===== config.mk =====
export PLATFORM = sky130hd
export DESIGN_NAME = match_event_counter_flat
export DESIGN_NICKNAME = d
export VERILOG_FILES = /design/src/rtl/match_event_counter_if.sv /design/src/rtl/match_event_counter.sv /design/src/flat_wrapper.sv
export SDC_FILE = /design/constraint.sdc
export NUM_CORES = 1
export LEC_CHECK = 0
export BUFFER_PORTS_ARGS = -buffer_cell sky130_fd_sc_hd__clkbuf_2
export CORE_MARGIN = 5
export CORE_UTILIZATION = 56
export DETAILED_ROUTE_END_ITERATION = 10
export GPL_ROUTABILITY_DRIVEN = 0
export PLACE_DENSITY = 0.83
export SYNTH_ARGS = -nofsm -noshare
export SYNTH_HDL_FRONTEND = slang
export SYNTH_SLANG_ARGS = --single-unit

===== constraint.sdc =====
create_clock -name clk -period 1.9 [get_ports clk]
set_input_delay 0.19 -clock clk [delete_from_list [all_inputs] [get_ports clk]]
set_output_delay 0.19 -clock clk [all_outputs]
set_load 0.02 [all_outputs]

===== src/rtl/match_event_counter_if.sv =====
// match_event_counter_if
// Groups the match flag, soft clear and all count/status results of
// match_event_counter into one bundle.
//   ans_in    : match flag from the sequence detector (level)
//   clr       : synchronous soft clear of the counters
//   cnt_total : saturating lifetime count of match events
//   sat       : sticky flag, cnt_total has reached its maximum
//   cnt_win   : event count of the most recently completed window
//   win_done  : one-cycle pulse when cnt_win is updated
//   last_gap  : cycles between the two most recent events (saturating)
// master drives ans_in/clr and observes results; slave is the counter.
interface match_event_counter_if #(
    parameter int CNT_W = 8
) ();
    logic             ans_in;
    logic             clr;
    logic [CNT_W-1:0] cnt_total;
    logic             sat;
    logic [CNT_W-1:0] cnt_win;
    logic             win_done;
    logic [CNT_W-1:0] last_gap;

    modport master (
        output ans_in, clr,
        input  cnt_total, sat, cnt_win, win_done, last_gap
    );

    modport slave (
        input  ans_in, clr,
        output cnt_total, sat, cnt_win, win_done, last_gap
    );
endinterface


===== src/rtl/match_event_counter.sv =====
// match_event_counter
// Counts rising edges of the detector's match flag. Keeps a saturating
// lifetime total with a sticky saturation flag, a per-window event count
// latched every WIN_LEN cycles, and the gap in cycles between the two most
// recent events. All outputs are registered.
//   clk   : system clock, all state changes on posedge
//   reset : synchronous, active-high reset (priority over clr)
//   bus   : match_event_counter_if.slave (ans_in, clr in; counts out)
module match_event_counter #(
    parameter int CNT_W   = 8,
    parameter int WIN_LEN = 16
) (
    input  logic                   clk,
    input  logic                   reset,
    match_event_counter_if.slave   bus
);
    localparam logic [CNT_W-1:0] MAX      = '1;
    localparam logic [CNT_W-1:0] ONE      = CNT_W'(1);
    localparam logic [CNT_W-1:0] WIN_LAST = CNT_W'(WIN_LEN - 1);

    typedef enum logic {S_LOW, S_HIGH} state_t;

    state_t           state;
    logic             edge_det;
    logic [CNT_W-1:0] timer;
    logic [CNT_W-1:0] acc;
    logic [CNT_W-1:0] gap_cnt;
    logic [CNT_W-1:0] total_q;
    logic             sat_q;
    logic [CNT_W-1:0] win_q;
    logic             done_q;
    logic [CNT_W-1:0] gap_q;

    // Edge is internal only; it is consumed by the registers below on the
    // same posedge, so no output depends combinationally on ans_in.
    always_comb begin
        edge_det = (state == S_LOW) && bus.ans_in;
    end

    // Tracker state keeps following ans_in through clr so that a flag held
    // high across a clear is not counted a second time.
    always_ff @(posedge clk) begin
        if (reset) begin
            state <= S_LOW;
        end else begin
            state <= bus.ans_in ? S_HIGH : S_LOW;
        end
    end

    always_ff @(posedge clk) begin
        if (reset || bus.clr) begin
            timer   <= '0;
            acc     <= '0;
            gap_cnt <= '0;
            total_q <= '0;
            sat_q   <= 1'b0;
            win_q   <= '0;
            done_q  <= 1'b0;
            gap_q   <= '0;
        end else begin
            if (edge_det && total_q != MAX) begin
                total_q <= total_q + ONE;
            end
            // Sticky: set on the edge that brings the total to MAX.
            if (edge_det && total_q == MAX - ONE) begin
                sat_q <= 1'b1;
            end

            if (edge_det) begin
                gap_q   <= (gap_cnt == MAX) ? MAX : gap_cnt + ONE;
                gap_cnt <= '0;
            end else if (gap_cnt != MAX) begin
                gap_cnt <= gap_cnt + ONE;
            end

            // An edge in the last window cycle closes into this window.
            if (timer == WIN_LAST) begin
                win_q  <= (edge_det && acc != MAX) ? acc + ONE : acc;
                acc    <= '0;
                timer  <= '0;
                done_q <= 1'b1;
            end else begin
                timer  <= timer + ONE;
                done_q <= 1'b0;
                if (edge_det && acc != MAX) begin
                    acc <= acc + ONE;
                end
            end
        end
    end

    assign bus.cnt_total = total_q;
    assign bus.sat       = sat_q;
    assign bus.cnt_win   = win_q;
    assign bus.win_done  = done_q;
    assign bus.last_gap  = gap_q;
endmodule


===== src/flat_wrapper.sv =====
// flat-port wrapper written by rule: the top's interface ports become plain ports
module match_event_counter_flat 
#(
    parameter int CNT_W   = 8,
    parameter int WIN_LEN = 16
)
  (clk, reset, bus_ans_in, bus_clr, bus_cnt_total, bus_sat, bus_cnt_win, bus_win_done, bus_last_gap);
  match_event_counter_if #(.CNT_W(CNT_W)) bus_i ();
  input  logic clk;
  input  logic reset;
  input wire logic [$bits(bus_i.ans_in)-1:0] bus_ans_in;
  input wire logic [$bits(bus_i.clr)-1:0] bus_clr;
  output wire logic [$bits(bus_i.cnt_total)-1:0] bus_cnt_total;
  output wire logic [$bits(bus_i.sat)-1:0] bus_sat;
  output wire logic [$bits(bus_i.cnt_win)-1:0] bus_cnt_win;
  output wire logic [$bits(bus_i.win_done)-1:0] bus_win_done;
  output wire logic [$bits(bus_i.last_gap)-1:0] bus_last_gap;
  assign bus_i.ans_in = bus_ans_in;
  assign bus_i.clr = bus_clr;
  assign bus_cnt_total = bus_i.cnt_total;
  assign bus_sat = bus_i.sat;
  assign bus_cnt_win = bus_i.cnt_win;
  assign bus_win_done = bus_i.win_done;
  assign bus_last_gap = bus_i.last_gap;
  match_event_counter #(.CNT_W(CNT_W), .WIN_LEN(WIN_LEN)) u_core (.clk(clk), .reset(reset), .bus(bus_i));
endmodule

After elaboration in Yosys (flattened, before gate mapping)
Cells that the tools add are included.
W data, S select, Z words.
{"block": "word_totals", "ff_bits": 51, "latch_bits": 0, "ramBits": 0, "romBits": 0, "inputBits": 4, "out_inout_bits": 26, "wordCells": 31, "n_memories": 0}
{"block": "classes", "n_addsub": 4, "multipliers": 0, "div": 0, "n_lt_le_gt_ge": 0, "eq_ne": 6, "shift": 0, "n_mux": 4, "bitwise": 1, "reduce_logical": 7}
{"op": "$add A8 B1 Y8 const B", "n": 4}
{"op": "$ne A8 B8 Y1 const B", "n": 3}
{"op": "$eq A8 B8 Y1 const B", "n": 2}
{"op": "$mux W8", "n": 2}
{"op": "$eq A8 B4 Y1 const B", "n": 1}
{"op": "$logic_and A1 B1 Y1", "n": 4}
{"op": "$reduce_or A2 Y1", "n": 2}
{"op": "$mux W1", "n": 2}
{"op": "$logic_or A1 B1 Y1", "n": 1}
{"op": "$not A1 Y1", "n": 1}

Depth between registers and ports, before layout
{"block": "logic_depth", "ltp_word": 4, "depth_mapped": 6, "depth_no_buf": 6}

Least setup slack after synthesis
Ideal clock, no wire load.
{"block": "synth_path", "kind": "reg2reg", "from": "reg u_core.gap_cnt[0]", "to": "reg u_core.gap_q[3], in the netlist u_core.bus.last_gap[3]", "setup_ps": 66, "t_arrival_ps": 1490, "required_time_ps": 1834, "path_slack_ps": 344, "stages_incl_launch_ff": 6, "n_path_buf": 0, "period_less_slack_ps": 1556, "path_cell_list": "dfxtp_1 -> ha_1 -> nand4_2 -> o2111a_1 -> or3_1 -> a21oi_2"}
{"block": "synth_via", "elab_chain_cells": 2, "elab_cells_between_ends": 3, "classes_between": "add/sub: 1; eq/ne: 1; mux: 1"}
{"item": "from (decl)", "line": "match_event_counter.sv:27", "rtl": "logic [CNT_W-1:0] gap_cnt;"}
{"item": "from (signal assigned)", "line": "match_event_counter.sv:73", "rtl": "gap_cnt <= gap_cnt + ONE;"}
{"item": "$add A8 B1 Y8 / $eq A8 B8 Y1 (equally long branches)", "line": "match_event_counter.sv:70", "rtl": "gap_q <= (gap_cnt == MAX) ? MAX : gap_cnt + ONE;"}
{"item": "$mux W8 (*)", "line": "match_event_counter.sv:70"}
{"item": "to (signal assigned)", "line": "match_event_counter.sv:70"}
{"item": "to (decl)", "line": "match_event_counter.sv:32", "rtl": "logic [CNT_W-1:0] gap_q;"}
Every way passes the cells marked *; elsewhere a longest branch is shown, timed or not.
A chain may end at the register's enable or synchronous reset.

Final worst setup path
Ends and elaborated chain as after synthesis.

==> run summary <==
Status: complete, no violations
Clock sinks: 51
Syn Area/Cell: 9.436 µm²
Hold Buf Count CTS: 0
Global-route wire length before repair: 6755 µm
Synthesis-stage register bit count: 51
Residual DRC: 0
Slew of the pin with the lowest slew margin: 400.6 ps
# port buffers: 29
RSZ-0062 raised after global routing: false
Yosys cell types: 44
Layout cells sized above 1: 0.1673
Clock Skew: 4.554 ps
Core Region: 0.003689 mm²
Antenna Cells: 0
CTS tree: built
Cell Pwr Density: 727.8 mW/mm²
Io pins: 30
Critical path arrival: 1920 ps
Slew margin rel.: 0.7301
WS Path Type: flip-flop to flip-flop
Post-layout nets: 271
Total routed wirelength: 4077 µm
Layout area overhead: 11.58%
Root Buffer: clkbuf_8
Post-cts sizing count: 0
Slowest Stage Delay on Critical Path: 410 ps
Crit Path Max Fanout: 6
Top routing layer in use: met4
FF-to-FF setup slack: 210 ps
Worst Setup SP: u_core.gap_cnt[0]$_SDFFE_PP0N_
Post-synth EDFFs: 0
Crit path to: u_core.bus.last_gap[3]$_SDFFE_PP0P_
R2R Path End: u_core.bus.last_gap[3]$_SDFFE_PP0P_
Hold Path Class: primary input to flip-flop
Synth warnings: 0
Fin crit share: 0.8871
Seq/Total Area, Yosys: 0.4725
Depth of the CTS H-tree: 2
Sequential power share: 0.620
FF-to-FF Start: u_core.gap_cnt[0]$_SDFFE_PP0N_
Req. time, crit path: 2140 ps
Util after Layout: 0.6537
Cell count after synthesis: 229
Top cell type by total area after synthesis: dfxtp_1
Max-cap violations: 0
Initial antenna violation count: 0
Detailed Place HPWL: 2880 µm
Die width: 72.12 µm
CTS Buffer Depth: 2
Vias per inst: 5.492
Top_reg_cell synth: dfxtp_1
DIE AREA: 0.005201 mm²
Die H: 72.12 µm
CTS Buf Count: 5
Crit end category: flip-flop
DR WL met2: 1852 µm
Total length of routed met3 wires: 244 µm
Share of Yosys cell area claimed by the top area cell type: 0.4725
Clk slew on worst S/H paths: 80 ps
Final setup vio count: 0
Synth Cell Area: 0.002161 mm²
Setup TNS Final: 0 ps
Async S/R FF share, synth: 0
ANT nets after route: 0
Int Pwr: 1.364 mW
Depth of the most critical reg-to-reg path: 5
Syn nets: 238
Setup Buffers After CTS: 0
Total track usage: 0.1645
Clock Power Share: 0.335
Crit path launch type: flip-flop
Switching Share: 0.2224
Critical Path, Cell by Cell: ha_1, nand4_2, o2111a_1, or3_1, a21oi_2
Total grt overflow: 0
Pre-Repair DR Iteration Count: 4
Fin crit period: 1685 ps
Psw: 390.3 µW
Proportion of power drawn by combinational gates: 0.045
Slowest-stage cell, CP: dfxtp_1
Final Max Tran Viols: 0
FILL cells: 321
Largest net degree at the start of global routing: 18
Met1 WL: 1881 µm
Routed vias: 1708
Top post-synthesis cells by area: dfxtp_1 47%, nor2_1 5.4%, xor2_1 4.5%
Row cnt: 22
VDD IR max: 0.0004813 V
Leak pwr: 0.9680 nW
Number of global-route vias before repair: 1550
Fmax: 593.3 MHz
Initial Util: 0.5858
Routed wire length per instance: 13.11 µm
Clock Latency Late Sink: 300 ps
Initial drt markers: 90
Final hold viol count: 0
worst min path at each step:
stage	cells after the start	to	startpoint	slack, ps
final	2	u_core.state$_SDFF_PP0_	reset	70
after global routing	2	u_core.state$_SDFF_PP0_	reset	70
after CTS	2	u_core.state$_SDFF_PP0_	reset	70
after detailed placement	2	u_core.state$_SDFF_PP0_	reset	400
after global placement	2	u_core.state$_SDFF_PP0_	reset	390
after floorplan	1	u_core.state$_SDFF_PP0_	reset	260
cell usage in the layout, fill, tap and decap left out, drive strengths merged, types with 7 or more instances in the layout:
master   netlist  routed
dfxtp         51      51
clkbuf         4      36
nor2          32      32
nand2         13      13
xor2          11      11
nand4         11      11
nand3         10      10
a21oi         10      10
o21ai          8       8
o2bb2ai        7       7
and3           7       7
critical path, delay by kind of cell, from the launching register on:
kind	cells	cell delay (ps)
adder cells (fa/ha/maj)	1	300
AND/OR/NAND/NOR	2	540
flip-flops	1	410
AO/OA/AOI/OAI	2	380
logic make-up (layout without fill, tap and decap cells):
| logic type | count (synthesis) | after routing | synth area share |
|---|---|---|---|
| buffers and inverters | 10 | 44 | 0.03590 |
| and+or+nand+nor | 102 | 102 | 0.2490 |
| muxes | 6 | 6 | 0.02779 |
| adders and majority gates | 5 | 5 | 0.02895 |
| xor gates and xnor gates | 14 | 14 | 0.05675 |
| DFF | 51 | 51 | 0.4725 |
| AOI/OAI and AO/OA | 41 | 41 | 0.1291 |
per-stage QoR:
step | instances | instance area, µm² | power, mW | hold slack [ps] | setup WS (ps)
finish | 311 | 2411 | 1.755 | 74.29 | 214.5
global route | 311 | 2411 | 1.832 | 73.10 | 94.71
detailed placement | 303 | 2330 | 1.193 | 396.4 | 236.9
CTS | 311 | 2411 | 1.784 | 65.69 | 220.8
global placement | 303 | 2330 | 1.191 | 394.6 | 266.6
floorplan | 229 | 2161 | 1.172 | 261.6 | 344.2
cell type report:
class                   count  area (µm²)  share of cell area
repair buffers             33       175.2             0.07265
clock buffers               7       76.32             0.03166
well taps                  48       60.06             0.02491
multi-input cells         168        1062              0.4406
flip-flops and latches     51        1021              0.4235
clock inverters             1       5.005            0.002076
inverters                   3       11.26            0.004670
per-layer routing:
layer  GRT usage  vias to the layer above
met5           0                        -
met4     0.09186                        0
met3     0.04709                       10
met2      0.2649                       41
met1      0.1960                      774
li1            -                      883
power groups by stage:
stage,Clock [mW],Combinational [mW],Sequential (mW)
3_3_place_gp,0,0.0785,1.11
5_1_grt,0.652,0.0897,1.09
6_report,0.587,0.0794,1.09
4_1_cts,0.615,0.0811,1.09
2_1_floorplan,0,0.0556,1.12
3_5_place_dp,0,0.0800,1.11
cell usage after synthesis (all sizes together), types with 2 or more instances:
cell	instances
dfxtp	51
o31ai	2
nand3	10
o21ai	8
a31oi	2
nand2b	4
nor2	32
and4b	2
and3	7
inv	3
nor2b	3
nand2	13
or3	4
and2	5
nor3	3
mux2i	6
o211ai	6
a21oi	10
nand4	11
clkbuf	4
ha	5
xnor2	3
and4	2
o2bb2ai	7
buf	3
xor2	11
state kept, by name, indices dropped and copies added, names as in the netlist:
name	cells
u_core.timer	8
u_core.state	1
u_core.acc	8
u_core.bus.cnt_win	8
u_core.bus.sat	1
u_core.bus.cnt_total	8
u_core.bus.win_done	1
u_core.bus.last_gap	8
u_core.gap_cnt	8
Note: power is estimated with default switching activity, not from simulation.
